==> src/rtl/ram_arb_pkg.sv <==
// Shared types and constants for the two-port RAM arbiter.
// Holds default bus widths, FSM state encoding and requester indices.
package ram_arb_pkg;

    localparam int ADDR_W_DEF = 10;
    localparam int DATA_W_DEF = 8;
    localparam int CNT_W      = 4;

    typedef enum logic [1:0] {
        ST_IDLE   = 2'd0,
        ST_ACCESS = 2'd1,
        ST_DONE   = 2'd2
    } state_t;

    localparam logic REQ_0 = 1'b0;
    localparam logic REQ_1 = 1'b1;

    function automatic logic [1:0] owner_onehot(input logic owner);
        return owner ? 2'b10 : 2'b01;
    endfunction

endpackage

==> src/rtl/ram_arbiter_2p_if.sv <==
// Client-side bus of the RAM arbiter: two req/gnt/done requesters plus read data.
// master = client blocks, slave = arbiter.
interface ram_arbiter_2p_if
    import ram_arb_pkg::*;
#(
    parameter int ADDR_W = ADDR_W_DEF,
    parameter int DATA_W = DATA_W_DEF
);
    logic              req0;
    logic              req1;
    logic              we0;
    logic              we1;
    logic [ADDR_W-1:0] addr0;
    logic [ADDR_W-1:0] addr1;
    logic [DATA_W-1:0] wdata0;
    logic [DATA_W-1:0] wdata1;
    logic              gnt0;
    logic              gnt1;
    logic              done0;
    logic              done1;
    logic [DATA_W-1:0] rdata;

    modport master (
        output req0, req1, we0, we1, addr0, addr1, wdata0, wdata1,
        input  gnt0, gnt1, done0, done1, rdata
    );

    modport slave (
        input  req0, req1, we0, we1, addr0, addr1, wdata0, wdata1,
        output gnt0, gnt1, done0, done1, rdata
    );

endinterface

==> src/rtl/rr_arb2.sv <==
// Combinational two-way round-robin pick: a tie goes to the requester
// that did not own the RAM last.
module rr_arb2
    import ram_arb_pkg::*;
(
    input  logic [1:0] req,
    input  logic       last_owner,
    output logic       winner,
    output logic       valid
);

    // Winner selection from the request pair and previous owner
    always_comb begin
        winner = REQ_0;
        valid  = |req;
        case (req)
            2'b01:   winner = REQ_0;
            2'b10:   winner = REQ_1;
            2'b11:   winner = ~last_owner;
            default: winner = REQ_0;
        endcase
    end

endmodule

==> src/rtl/ram_arbiter_2p.sv <==
// Shares one single-port asynchronous-read RAM between two requesters.
// Every RAM-side and client-side output comes straight from a register.
module ram_arbiter_2p
    import ram_arb_pkg::*;
#(
    parameter int ADDR_W      = ADDR_W_DEF,
    parameter int DATA_W      = DATA_W_DEF,
    parameter int WAIT_CYCLES = 1
) (
    input  logic              clk,
    input  logic              rst,
    ram_arbiter_2p_if.slave   bus,
    output logic [ADDR_W-1:0] ram_addr,
    output logic [DATA_W-1:0] ram_din,
    output logic              ram_write,
    output logic              ram_cs,
    input  logic [DATA_W-1:0] ram_dout
);

    localparam logic [CNT_W-1:0] CNT_LOAD = CNT_W'(WAIT_CYCLES - 1);

    state_t            state_r, state_s;
    logic              owner_r, owner_s;
    logic              last_owner_r, last_owner_s;
    logic [CNT_W-1:0]  cnt_r, cnt_s;
    logic [ADDR_W-1:0] ram_addr_r, ram_addr_s;
    logic [DATA_W-1:0] ram_din_r, ram_din_s;
    logic              ram_write_r, ram_write_s;
    logic              ram_cs_r, ram_cs_s;
    logic [DATA_W-1:0] rdata_r, rdata_s;
    logic [1:0]        gnt_r, gnt_s;
    logic [1:0]        done_r, done_s;
    logic              winner_s;
    logic              pick_valid_s;

    rr_arb2 u_rr_arb2 (
        .req        ({bus.req1, bus.req0}),
        .last_owner (last_owner_r),
        .winner     (winner_s),
        .valid      (pick_valid_s)
    );

    // Next-state and next-output logic of the access sequencer
    always_comb begin
        state_s      = state_r;
        owner_s      = owner_r;
        last_owner_s = last_owner_r;
        cnt_s        = cnt_r;
        ram_addr_s   = ram_addr_r;
        ram_din_s    = ram_din_r;
        ram_write_s  = ram_write_r;
        ram_cs_s     = ram_cs_r;
        rdata_s      = rdata_r;
        gnt_s        = 2'b00;
        done_s       = 2'b00;
        case (state_r)
            ST_IDLE: begin
                if (pick_valid_s) begin
                    ram_addr_s   = (winner_s == REQ_1) ? bus.addr1  : bus.addr0;
                    ram_din_s    = (winner_s == REQ_1) ? bus.wdata1 : bus.wdata0;
                    ram_write_s  = (winner_s == REQ_1) ? bus.we1    : bus.we0;
                    ram_cs_s     = 1'b1;
                    owner_s      = winner_s;
                    last_owner_s = winner_s;
                    cnt_s        = CNT_LOAD;
                    gnt_s        = owner_onehot(winner_s);
                    state_s      = ST_ACCESS;
                end else begin
                    ram_cs_s    = 1'b0;
                    ram_write_s = 1'b0;
                end
            end
            ST_ACCESS: begin
                if (cnt_r == {CNT_W{1'b0}}) begin
                    // ram_write still carries the latched direction here
                    if (!ram_write_r) begin
                        rdata_s = ram_dout;
                    end else begin
                        rdata_s = rdata_r;
                    end
                    ram_cs_s    = 1'b0;
                    ram_write_s = 1'b0;
                    done_s      = owner_onehot(owner_r);
                    state_s     = ST_DONE;
                end else begin
                    cnt_s = cnt_r - {{(CNT_W-1){1'b0}}, 1'b1};
                end
            end
            ST_DONE: begin
                state_s = ST_IDLE;
            end
            default: begin
                ram_cs_s    = 1'b0;
                ram_write_s = 1'b0;
                state_s     = ST_IDLE;
            end
        endcase
    end

    // State and output registers; reset clears the RAM strobes at once
    always_ff @(posedge clk or posedge rst) begin
        if (rst) begin
            state_r      <= ST_IDLE;
            owner_r      <= REQ_0;
            last_owner_r <= REQ_1;
            cnt_r        <= {CNT_W{1'b0}};
            ram_addr_r   <= {ADDR_W{1'b0}};
            ram_din_r    <= {DATA_W{1'b0}};
            ram_write_r  <= 1'b0;
            ram_cs_r     <= 1'b0;
            rdata_r      <= {DATA_W{1'b0}};
            gnt_r        <= 2'b00;
            done_r       <= 2'b00;
        end else begin
            state_r      <= state_s;
            owner_r      <= owner_s;
            last_owner_r <= last_owner_s;
            cnt_r        <= cnt_s;
            ram_addr_r   <= ram_addr_s;
            ram_din_r    <= ram_din_s;
            ram_write_r  <= ram_write_s;
            ram_cs_r     <= ram_cs_s;
            rdata_r      <= rdata_s;
            gnt_r        <= gnt_s;
            done_r       <= done_s;
        end
    end

    assign ram_addr  = ram_addr_r;
    assign ram_din   = ram_din_r;
    assign ram_write = ram_write_r;
    assign ram_cs    = ram_cs_r;
    assign bus.gnt0  = gnt_r[0];
    assign bus.gnt1  = gnt_r[1];
    assign bus.done0 = done_r[0];
    assign bus.done1 = done_r[1];
    assign bus.rdata = rdata_r;

endmodule

==> src/flat_wrapper.sv <==
// flat-port wrapper written by rule: the top's interface ports become plain ports
module ram_arbiter_2p_flat import ram_arb_pkg::*;
#(
    parameter int ADDR_W      = ADDR_W_DEF,
    parameter int DATA_W      = DATA_W_DEF,
    parameter int WAIT_CYCLES = 1
)
  (clk, rst, ram_addr, ram_din, ram_write, ram_cs, ram_dout, bus_req0, bus_req1, bus_we0, bus_we1, bus_addr0, bus_addr1, bus_wdata0, bus_wdata1, bus_gnt0, bus_gnt1, bus_done0, bus_done1, bus_rdata);
  ram_arbiter_2p_if #(.ADDR_W(ADDR_W), .DATA_W(DATA_W)) bus_i ();
  input  logic clk;
  input  logic rst;
  output logic [ADDR_W-1:0] ram_addr;
  output logic [DATA_W-1:0] ram_din;
  output logic ram_write;
  output logic ram_cs;
  input  logic [DATA_W-1:0] ram_dout;
  input wire logic [$bits(bus_i.req0)-1:0] bus_req0;
  input wire logic [$bits(bus_i.req1)-1:0] bus_req1;
  input wire logic [$bits(bus_i.we0)-1:0] bus_we0;
  input wire logic [$bits(bus_i.we1)-1:0] bus_we1;
  input wire logic [$bits(bus_i.addr0)-1:0] bus_addr0;
  input wire logic [$bits(bus_i.addr1)-1:0] bus_addr1;
  input wire logic [$bits(bus_i.wdata0)-1:0] bus_wdata0;
  input wire logic [$bits(bus_i.wdata1)-1:0] bus_wdata1;
  output wire logic [$bits(bus_i.gnt0)-1:0] bus_gnt0;
  output wire logic [$bits(bus_i.gnt1)-1:0] bus_gnt1;
  output wire logic [$bits(bus_i.done0)-1:0] bus_done0;
  output wire logic [$bits(bus_i.done1)-1:0] bus_done1;
  output wire logic [$bits(bus_i.rdata)-1:0] bus_rdata;
  assign bus_i.req0 = bus_req0;
  assign bus_i.req1 = bus_req1;
  assign bus_i.we0 = bus_we0;
  assign bus_i.we1 = bus_we1;
  assign bus_i.addr0 = bus_addr0;
  assign bus_i.addr1 = bus_addr1;
  assign bus_i.wdata0 = bus_wdata0;
  assign bus_i.wdata1 = bus_wdata1;
  assign bus_gnt0 = bus_i.gnt0;
  assign bus_gnt1 = bus_i.gnt1;
  assign bus_done0 = bus_i.done0;
  assign bus_done1 = bus_i.done1;
  assign bus_rdata = bus_i.rdata;
  ram_arbiter_2p #(.ADDR_W(ADDR_W), .DATA_W(DATA_W), .WAIT_CYCLES(WAIT_CYCLES)) u_core (.clk(clk), .rst(rst), .bus(bus_i), .ram_addr(ram_addr), .ram_din(ram_din), .ram_write(ram_write), .ram_cs(ram_cs), .ram_dout(ram_dout));
endmodule
==> config.mk <==
export PLATFORM = sky130hd
export DESIGN_NAME = ram_arbiter_2p_flat
export DESIGN_NICKNAME = d
export VERILOG_FILES = /design/src/rtl/ram_arb_pkg.sv /design/src/rtl/ram_arbiter_2p_if.sv /design/src/rtl/rr_arb2.sv /design/src/rtl/ram_arbiter_2p.sv /design/src/flat_wrapper.sv
export SDC_FILE = /design/constraint.sdc
export NUM_CORES = 1
export LEC_CHECK = 0
export BUFFER_PORTS_ARGS = -buffer_cell sky130_fd_sc_hd__buf_2
export CORE_ASPECT_RATIO = 1.75
export CORE_MARGIN = 2
export CORE_UTILIZATION = 40
export DETAILED_ROUTE_END_ITERATION = 8
export HOLD_SLACK_MARGIN = 0.1
export PLACE_DENSITY = 0.71
export SLEW_MARGIN = 20
export SYNTH_ARGS = -nofsm -noshare
export SYNTH_HDL_FRONTEND = slang
export SYNTH_SLANG_ARGS = --single-unit
==> constraint.sdc <==
create_clock -name clk -period 2.3 [get_ports clk]
set_input_delay 0.23 -clock clk [delete_from_list [all_inputs] [get_ports clk]]
set_output_delay 0.23 -clock clk [all_outputs]
set_load 0.05 [all_outputs]
==> run metrics <==
fraction of the mapped netlist area in compound gates=21.8%; initial antenna violation count=0; Synth cell types=28; capturing element type of the critical path=flop; number of design rule violations left after detail routing=0; half-perimeter wire length of the detailed placement result=about 2900 microns; number of instances in the synthesized netlist=about 130; chip height=about 91 microns; synthesis-to-finish area growth=33.6%; clock tree from TritonCTS=yes; cell chosen for the clock root=clkbuf_8; post-route antenna net violation count=0; crit-path cells=inv_1 > ha_1 > or3b_1 > nor3_4 > mux2_2; path category of the worst min-delay check=input port to flop; Synth Net Count=between 150 and 200; number of standard cells in the final layout excluding fillers=roughly 270; iteration-0 DRC count of the detailed router=9; largest cells by area after synthesis=dfrtp_1 56%, a221o_1 10%, o21a_1 7.8%; clock slew seen by the registers of the worst setup and hold paths=around 0.08 ns; Sum Neg Setup Slack=0 ns; worst relative slew slack=roughly 67%; total placed instance area=between 2000 and 2500 sq um; Static Leakage=about 1.2 nW; fraction of registers with async set or reset after synthesis=between 90% and 100%; post-DR vias/cell=roughly 5.2; # setup viols final=0; total of flip-flops plus latches after synthesis=40; max incr delay on CP=between 0.4 and 0.5 ns; main combinational cell family by area after synthesis=compound AO/OA/AOI/OAI gates; core region area=4150 sq um; number of global-route vias before repair=1422; number of buffers added by the clock tree synthesis step=5; worst clock skew=slightly below 0.009 ns; Register Area=approximately 1000 sq um; Initial Util=about two fifths; share of the clock period used by the worst path=around 89%; final worst-path setup slack=0.249 ns; number of synthesized flops with an enable pin=0; total I/O pin count=82; run status=finished, final reports clean; share of the synthesized area in the top cell type=56.3%; Die Area=~5000 sq um; total number of nets in the final design=271; maximum number of pins on one net before global-route repair=41; CP Class=flop to flop; slew at the pin closest to its max-slew limit=about 0.50 ns; area of the multi-input gates=around 670 sq um; Hold Violations, Final=0; overall fraction of global-route tracks in use=around 17%; Rows=31; synthesized area divided by synthesized cell count=approximately 13 sq um; area share of xor/xnor cells in the synthesized design=0%; peak supply drop=roughly 0.96 mV; summed instance area of the synthesized netlist=about 1700 sq um; Filler cells=~390; multiplexer share of the synthesized area=7.58%; CP required=2.47 ns; level count of the clock H-tree=2; time the final worst path needs with I/O delays and setup=roughly 2.1 ns; RSZ-0062 raised after global routing=false; maximum frequency from static timing analysis=0.488 GHz; buffer count from post-CTS setup fixing=0; adder and majority gate portion of the synthesized area=1.44%; routability congestion estimate from global placement=0.770; Post-Place Worst Slack=around 0.24 ns; CTS sink cnt=40; area share of and/or/nand/nor cells after synthesis=7.80%; global-route wire length before repair=a little over 6000 microns; via count=between 1000 and 1500; highest-delay cell along the critical path=or3b_1; most frequently used flop master after synthesis=dfrtp_1; startpoint types=flop; dominant cell type by area after synthesis=dfrtp_1; MaxCap Viol Count=0; data arrival time of the worst path=2.23 ns; DIE WIDTH=53.8 microns; number of warnings issued by yosys=0; overflow left after global routing=0; power per cell area=roughly 1800 nW/um^2; fraction of final layout cells with drive strength greater than 1=about half; Design Area, Final=2320 sq um; number of optimization iterations in the first detailed-route pass=4; Max Transition Viols Final=0; Inst Count DP=between 200 and 300; maximum fanout encountered on the critical timing path=8; post-synthesis sequential area ratio=between 50% and 60%; largest buffer count on any clock path=2; mean routed wirelength per cell=between 10 and 15 microns; later-pin clock latency in the skew report=just under 0.3 ns; Ant. Diodes=0; Port Buffers=slightly above 80; Final Total Pwr=between 4 and 5 mW; final routed wirelength across all metal layers=about 3800 microns
worst max-delay path, delay by kind of cell (launching register included):
kind                     cells  cell delay [ns]
buffers and inverters        1             0.11
AND/OR/NAND/NOR              2             0.89
adder cells (fa/ha/maj)      1             0.17
flip-flops                   1             0.39
multiplexers                 1             0.38
per-layer routing:
layer	up-vias	track usage [%]	wire, microns
li1	669	-	-
met1	648	19.7	1470
met2	63	29.1	1980
met3	7	4.28	275
met4	0	7.69	77
met5	-	0	0
synthesized netlist by cell type (2+ instances only):
master,number
dfrtp_1,39
a221o_1,18
o21a_1,18
mux2_2,9
clkbuf_1,7
inv_1,5
nor2_1,4
o21ai_0,4
mux2i_1,3
nand3_1,3
nor2b_1,3
a21o_1,2
ha_1,2
nor3_1,2
o22ai_1,2
cell type report:
cell class / instances / area share (%)
Sequential cell: 40 / 43.3
Multi-Input combinational cell: 80 / 28.9
Timing Repair Buffer: 87 / 19.6
Clock buffer: 5 / 2.97
Tap cell: 49 / 2.65
Clock inverter: 3 / 1.84
Inverter: 5 / 0.810
sequential cells by signal, indices dropped and copies added (netlist names):
name and flops:
u_core.state_r 2, u_core.owner_r 1, u_core.ram_cs 1, u_core.ram_din 8
u_core.last_owner_r 1, u_core.ram_addr 10, u_core.done_r 2, u_core.bus.rdata 8
u_core.gnt_r 2, u_core.cnt_r 4, u_core.ram_write 1
final timing paths:
check	cells past startpoint	slack, ns	startpoint	end
setup / recovery	5	0.25	u_core.cnt_r[0]$_DFFE_PP0P_	u_core.bus.rdata[7]$_DFFE_PP0P_
hold / removal	2	0.16	bus_wdata0[5]	u_core.ram_din[5]$_DFFE_PP0P_
setup reg to reg	5	0.25	u_core.cnt_r[0]$_DFFE_PP0P_	u_core.bus.rdata[7]$_DFFE_PP0P_
hold reg to reg	1	0.50	u_core.bus.rdata[5]$_DFFE_PP0P_	u_core.bus.rdata[5]$_DFFE_PP0P_
max in group asynchronous	4	1.35	rst	u_core.last_owner_r$_DFFE_PP1P_
min in group asynchronous	4	0.59	rst	u_core.bus.rdata[2]$_DFFE_PP0P_
logic make-up after synthesis:
logic type / count (synthesis)
mux: 12
simple gates: 20
compound gates: 46
buf+inv: 14
fa+ha+maj: 2
flops: 40
layout by cell type (no fill, tap or decap), drive strengths merged, types with 3 or more instances in the layout:
master,instances
a221o,18
buf,86
clkbuf,5
dfrtp,39
inv,5
mux2,9
mux2i,3
nand3,3
nor2,4
nor2b,3
nor3,3
o21a,18
o21ai,4
metrics by stage:
step,hold slack (ns),util (%)
floorplan,0.375,-
global placement,0.376,52.9
detailed placement,0.375,52.9
CTS,0.152,55.8
global route,0.156,55.8
finish,0.159,55.8
where the power goes:
part	leakage [nW]	internal, mW	switching [mW]
registers	0.495	1.05	0.181
logic	0.637	0.749	1.56
clock network	0.0541	0.321	0.240
what timing repair did:
action	4_1_cts	5_1_grt
gates resized for setup	0	0
hold buffers	1	0
hold endpoints to repair	39	0
Power figures use the tool's default switching activity.
